`src/rtl/stage_sequencer_pkg.sv`:
```
// Shared types and default constants for the multi-cycle stage sequencer.
package stage_sequencer_pkg;

    localparam int unsigned WORD_W = 32;

    localparam logic [WORD_W-1:0] DEFAULT_START_ADDRESS  = 32'h8002_0000;
    localparam logic [WORD_W-1:0] DEFAULT_MAIN_RTRN_ADDR = 32'h7777_7777;
    localparam logic [WORD_W-1:0] LOAD_STRIDE            = 32'd4;

    typedef enum logic [2:0] {
        ST_LOAD      = 3'd0,
        ST_FETCH     = 3'd1,
        ST_DECODE    = 3'd2,
        ST_EXECUTE   = 3'd3,
        ST_MEMORY    = 3'd4,
        ST_WRITEBACK = 3'd5,
        ST_HALT      = 3'd6
    } seq_state_t;

    // Write-enable bits of the decoded control word, captured in EXECUTE.
    typedef struct packed {
        logic dmwe;
        logic rwe;
    } ctl_flags_t;

    // True for the states that make up an instruction (cycle counter runs there).
    function automatic logic is_insn_state(input seq_state_t s);
        return (s == ST_FETCH) || (s == ST_DECODE) || (s == ST_EXECUTE) ||
               (s == ST_MEMORY) || (s == ST_WRITEBACK);
    endfunction

endpackage

```
`src/rtl/stage_sequencer_sat_counter32.sv`:
```
// 32-bit up counter that sticks at all-ones; cleared asynchronously by reset.
module sat_counter32
    import stage_sequencer_pkg::*;
(
    input  logic              clock,
    input  logic              reset,
    input  logic              enable,
    output logic [WORD_W-1:0] count
);

    logic [WORD_W-1:0] count_q;

    // Count up when enabled, holding once the maximum value is reached.
    always_ff @(posedge clock or posedge reset) begin
        if (reset) begin
            count_q <= '0;
        end else if (enable && (count_q != {WORD_W{1'b1}})) begin
            count_q <= count_q + WORD_W'(1);
        end
    end

    assign count = count_q;

endmodule

```
`src/rtl/stage_sequencer.sv`:
```
// Multi-cycle control sequencer: image load, then FETCH..WRITEBACK per instruction until the return PC.
module stage_sequencer
    import stage_sequencer_pkg::*;
#(
    parameter logic [WORD_W-1:0] START_ADDRESS  = DEFAULT_START_ADDRESS,
    parameter logic [WORD_W-1:0] MAIN_RTRN_ADDR = DEFAULT_MAIN_RTRN_ADDR
) (
    input  logic              clock,
    input  logic              reset,
    input  logic              load_valid,
    input  logic              load_last,
    input  logic [WORD_W-1:0] pc_fetch,
    input  logic              insn_busy,
    input  logic              data_busy,
    input  logic              ctl_dmwe,
    input  logic              ctl_rwe,
    output logic [WORD_W-1:0] load_addr,
    output logic              load_wren,
    output logic              stall,
    output logic              latch_if,
    output logic              latch_id,
    output logic              latch_ex,
    output logic              latch_mem,
    output logic              valid_insn,
    output logic              valid_ex,
    output logic              dm_wren,
    output logic              rf_wren,
    output logic              halted,
    output logic [WORD_W-1:0] insn_count,
    output logic [WORD_W-1:0] cycle_count
);

    seq_state_t        state_q;
    seq_state_t        state_d;
    logic [WORD_W-1:0] load_addr_q;
    ctl_flags_t        flags_q;
    logic              insn_done;

    // State register; reset abandons any instruction and restarts the image load.
    always_ff @(posedge clock or posedge reset) begin
        if (reset) begin
            state_q <= ST_LOAD;
        end else begin
            state_q <= state_d;
        end
    end

    // Load address steps one word after every accepted loader beat.
    always_ff @(posedge clock or posedge reset) begin
        if (reset) begin
            load_addr_q <= START_ADDRESS;
        end else if ((state_q == ST_LOAD) && load_valid) begin
            load_addr_q <= load_addr_q + LOAD_STRIDE;
        end
    end

    // Capture the write enables of the decoded word for use in MEMORY/WRITEBACK.
    always_ff @(posedge clock or posedge reset) begin
        if (reset) begin
            flags_q <= '0;
        end else if (state_q == ST_EXECUTE) begin
            flags_q <= '{dmwe: ctl_dmwe, rwe: ctl_rwe};
        end
    end

    // Next-state and per-state strobe decode.
    always_comb begin
        state_d    = state_q;
        load_wren  = 1'b0;
        stall      = 1'b1;
        latch_if   = 1'b0;
        latch_id   = 1'b0;
        latch_ex   = 1'b0;
        latch_mem  = 1'b0;
        valid_insn = 1'b0;
        valid_ex   = 1'b0;
        dm_wren    = 1'b0;
        rf_wren    = 1'b0;
        halted     = 1'b0;
        insn_done  = 1'b0;
        case (state_q)
            ST_LOAD: begin
                load_wren = load_valid;
                if (load_valid && load_last) begin
                    state_d = ST_FETCH;
                end
            end
            ST_FETCH: begin
                // The return-address check wins even when the instruction memory is busy.
                if (pc_fetch == MAIN_RTRN_ADDR) begin
                    state_d = ST_HALT;
                end else if (!insn_busy) begin
                    latch_if = 1'b1;
                    state_d  = ST_DECODE;
                end
            end
            ST_DECODE: begin
                valid_insn = 1'b1;
                latch_id   = 1'b1;
                state_d    = ST_EXECUTE;
            end
            ST_EXECUTE: begin
                valid_ex = 1'b1;
                latch_ex = 1'b1;
                state_d  = ST_MEMORY;
            end
            ST_MEMORY: begin
                dm_wren = flags_q.dmwe;
                if (!data_busy) begin
                    latch_mem = 1'b1;
                    state_d   = ST_WRITEBACK;
                end
            end
            ST_WRITEBACK: begin
                rf_wren   = flags_q.rwe;
                stall     = 1'b0;
                insn_done = 1'b1;
                state_d   = ST_FETCH;
            end
            ST_HALT: begin
                halted = 1'b1;
            end
            default: begin
                state_d = ST_LOAD;
            end
        endcase
    end

    assign load_addr = load_addr_q;

    // Retired-instruction counter.
    sat_counter32 u_insn_cnt (
        .clock  (clock),
        .reset  (reset),
        .enable (insn_done),
        .count  (insn_count)
    );

    // Active-cycle counter, running only while an instruction is in flight.
    sat_counter32 u_cycle_cnt (
        .clock  (clock),
        .reset  (reset),
        .enable (is_insn_state(state_q)),
        .count  (cycle_count)
    );

endmodule

```
`config.mk`:
```
export PLATFORM = sky130hd
export DESIGN_NAME = stage_sequencer
export DESIGN_NICKNAME = d
export VERILOG_FILES = /design/src/rtl/stage_sequencer_pkg.sv /design/src/rtl/stage_sequencer_sat_counter32.sv /design/src/rtl/stage_sequencer.sv
export SDC_FILE = /design/constraint.sdc
export NUM_CORES = 1
export LEC_CHECK = 0
export ABC_AREA = 1
export CORE_AREA = 2 2 111 113
export CTS_BUF_LIST = sky130_fd_sc_hd__clkbuf_4
export DETAILED_ROUTE_END_ITERATION = 12
export DIE_AREA = 0 0 113 115
export GPL_TIMING_DRIVEN = 0
export PLACE_DENSITY = 0.95
export SLEW_MARGIN = 20
export SYNTH_ARGS = -nofsm -noshare
export SYNTH_HDL_FRONTEND = slang
export SYNTH_SLANG_ARGS = --single-unit
```
`constraint.sdc`:
```
create_clock -name clock -period 9.45 [get_ports clock]
set_input_delay 2.835 -clock clock [delete_from_list [all_inputs] [get_ports clock]]
set_output_delay 2.835 -clock clock [all_outputs]
set_load 0.01 [all_outputs]
```
==> impl_metrics.json <==
{
  "holdCritPathClass": "flop to flop",
  "clkSlewWorstSetupHoldPaths_ns": 0.17,
  "grt_max_degree": 57,
  "syn2layout_area_growth_pct": 27.97,
  "core_um2": 11810,
  "skew_ns": 0.03365,
  "hold_violations": 0,
  "num_antenna_cells": 0,
  "dpl.hpwl_mm": 13.23,
  "cts_buffer_depth": 2,
  "die_h_um": 115,
  "p_sw_w": 0.0004621,
  "violations": "DRC",
  "power_density_nw_per_um2": 144.4,
  "synth_area_leaders": "dfrtp_1 38%, nand2_1 25%, nor2_1 8.1%",
  "netlist_area_um2": 6467,
  "peakVddDrop_mv": 0.09536,
  "holdBufCountCts": 0,
  "synth-seq-cells": 99,
  "drv_slew": 0,
  "synth_warnings": 0,
  "place_congestion": 0.9482,
  "die_w_um": 113,
  "post_cts_resized": 0,
  "max_cap_viol_count": 0,
  "avgRoutedWirePerCell_um": 13.43,
  "clock_insertion_delay_worst_skew_ns": 0.51,
  "yosys.cell_count.top_type": "nand2_1",
  "yosysTopAreaCellShare_pct": 37.53,
  "port_buffers": 144,
  "async_reset_ff_share_pct": 100.0,
  "share_comb_of_total_power_pct": 36.7,
  "fmax_mhz": 139.3,
  "yosys_most_used_dff": "dfrtp_1",
  "drcViolationCount": 7,
  "path_common_cell": "nand2_1",
  "ioPinCount": 147,
  "fin_crit_sh_pct": 75.95,
  "cts_max_level": 3,
  "synth-edff-count": 0,
  "initial_core_util_pct": 54.76,
  "cts_tree": "built",
  "syn_area_per_cell_um2": 6.688,
  "wl_mm": 17.14,
  "swShare_pct": 38.66,
  "required_ns": 6.62,
  "drtAntennaViolNets": 0,
  "status": "complete, but fails checks",
  "vias_per_cell": 5.273,
  "dp.cells": 1260,
  "rsz0062_at_grt": "no",
  "final-setup-viol-count": 0,
  "die-area_um2": 13000,
  "grt.total_usage_pct": 27.33,
  "synthCells": 967,
  "synth_commonest_cells": "437 x nand2_1, 140 x nor2_1, 97 x dfrtp_1, 76 x inv_1, 31 x nand3_1",
  "fin_cells": 1276,
  "grt_first_pass_wirelength_mm": 29.03,
  "nFillCells": 956,
  "rows": 40,
  "end_kind": "primary output",
  "crit_family": "buffers and inverters",
  "antenna_found_initial": 0,
  "max_stage_delay_ns": 0.49,
  "setup_tns_ns": 0,
  "grt.overflow.total": 0,
  "clkPwrFrac_pct": 20.5,
  "synth.distinct_cells": 31,
  "crit_path_cell_trace": "clkdlybuf4s50_1, nand2_1, nor2_1, nand2_1, nor2_1, nand2_1, nand2_1, nor2_1, clkdlybuf4s50_1",
  "fin_crit_ns": 7.177,
  "drt_iter0_drc": 569,
  "fin_total_pwr_w": 0.001195,
  "leakage_nw": 3.652,
  "p_int_w": 0.0007331,
  "ys_seq_area_share_pct": 38.34,
  "start_kind": "input pin",
  "via_count": 6728,
  "synth_top_area_cell": "dfrtp_1",
  "crit_type": "input pin to primary output",
  "cp_max_fo": 3,
  "p_seq_share_pct": 42.8,
  "cts_made_buffers": 9,
  "whs_ns": 0.5016,
  "crit_buf_inv": 2,
  "cts_setup_buffers": 0,
  "drtPass1Iterations": 9,
  "fin_nets": 1167,
  "clock_sinks": 99,
  "drive_gt1_share_pct": 6.377,
  "critPathSlowestCell": "clkdlybuf4s50_1",
  "root_buffer": "clkbuf_4",
  "cp.arrival_ns": 4.34,
  "grt_pass1_vias": 6313
}
metrics by stage:
stage	utilization, %	setup WS (ns)	instance area (um2)
final	70.07	2.273	8277
after global routing	70.07	2.140	8277
after CTS	70.07	2.274	8277
after detailed placement	68.82	2.265	8129
after global placement	68.55	2.296	8097
after floorplan	-	3.293	6471
layer usage:
layer / wire, um / track usage, % / up-vias / share of wire [%]
met4: 335 / 10.00 / 0 / 2.0
met2: 8418 / 46.55 / 266 / 49
met1: 7213 / 34.77 / 3126 / 42
met5: 0 / 0 / - / 0
li1: - / - / 3302 / -
met3: 1173 / 5.535 / 34 / 6.8
cell type report:
cell class	count	area, um2	share of cell area, %
Timing Repair Buffer	145	1469	17.75
Multi-Input combinational cell	771	3548	42.87
Tap cell	147	183.9	2.222
Buffer	16	130.1	1.572
Clock inverter	7	80.08	0.9675
Inverter	82	317.8	3.840
Clock buffer	9	67.56	0.8163
Sequential cell	99	2480	29.96
power by group through the flow:
stage               sequential [W]  combinational, W  clock, W
finish                    0.000511          0.000438  0.000245
floorplan                 0.000520          0.000259         0
global route              0.000516          0.000483  0.000266
CTS                       0.000510          0.000439  0.000249
global placement          0.000515          0.000421         0
detailed placement        0.000517          0.000436         0
flip-flops by register name, summed over array words and instances, names as in the netlist:
| signal | flops |
|---|---|
| u_cycle_cnt.count | 32 |
| load_addr | 30 |
| flags_q | 2 |
| u_insn_cnt.count | 32 |
| state_q | 3 |
path summary, 6_finish.rpt:
kind | startpoint | end | slack, ns | depth (start not counted)
min reg2reg | load_addr[31] | load_addr[31] | 0.50 | 2
max | pc_fetch[21] | latch_if | 2.27 | 9
max reg2reg | u_insn_cnt.count[0] | u_insn_cnt.count[25] | 7.48 | 11
min in group asynchronous | reset | load_addr[14] | 2.75 | 2
min | load_addr[31] | load_addr[31] | 0.50 | 2
max in group asynchronous | reset | state_q[1] | 6.07 | 3
logic make-up after synthesis:
group,after synthesis,share of synthesized area [%]
buf+inv,98,6.848
simple gates,686,45.35
other cells,1,0.05798
compound gates,36,2.863
xor+xnor,44,5.959
fa+ha+maj,3,0.5804
flops,99,38.34
worst reg2reg max path: stages (launching register included):
cell and delay [ns]:
dfrtp_1 0.47, ha_1 0.32, inv_2 0.08, nor2_4 0.15, nand2_2 0.13, nor2_4 0.18
nand2_4 0.09, nand2_8 0.10, inv_4 0.07, buf_6 0.14, nand2_1 0.06, nand2_1 0.05
placed cells by master, fill, tap and decap left out, drive strengths merged:
cell,instances
ha,3
clkbuf,9
nand2,447
o21ai,32
clkdlybuf4s50,144
dfrtp,97
conb,2
a21oi,3
clkinvlp,2
nor3,17
nor2,152
xor2,24
inv,86
a31oi,1
bufinv,1
buf,17
nand3,31
nand4,17
nand3b,21
xnor2,20
dfstp,2
or2,1
(Power assumes the default switching activity.)
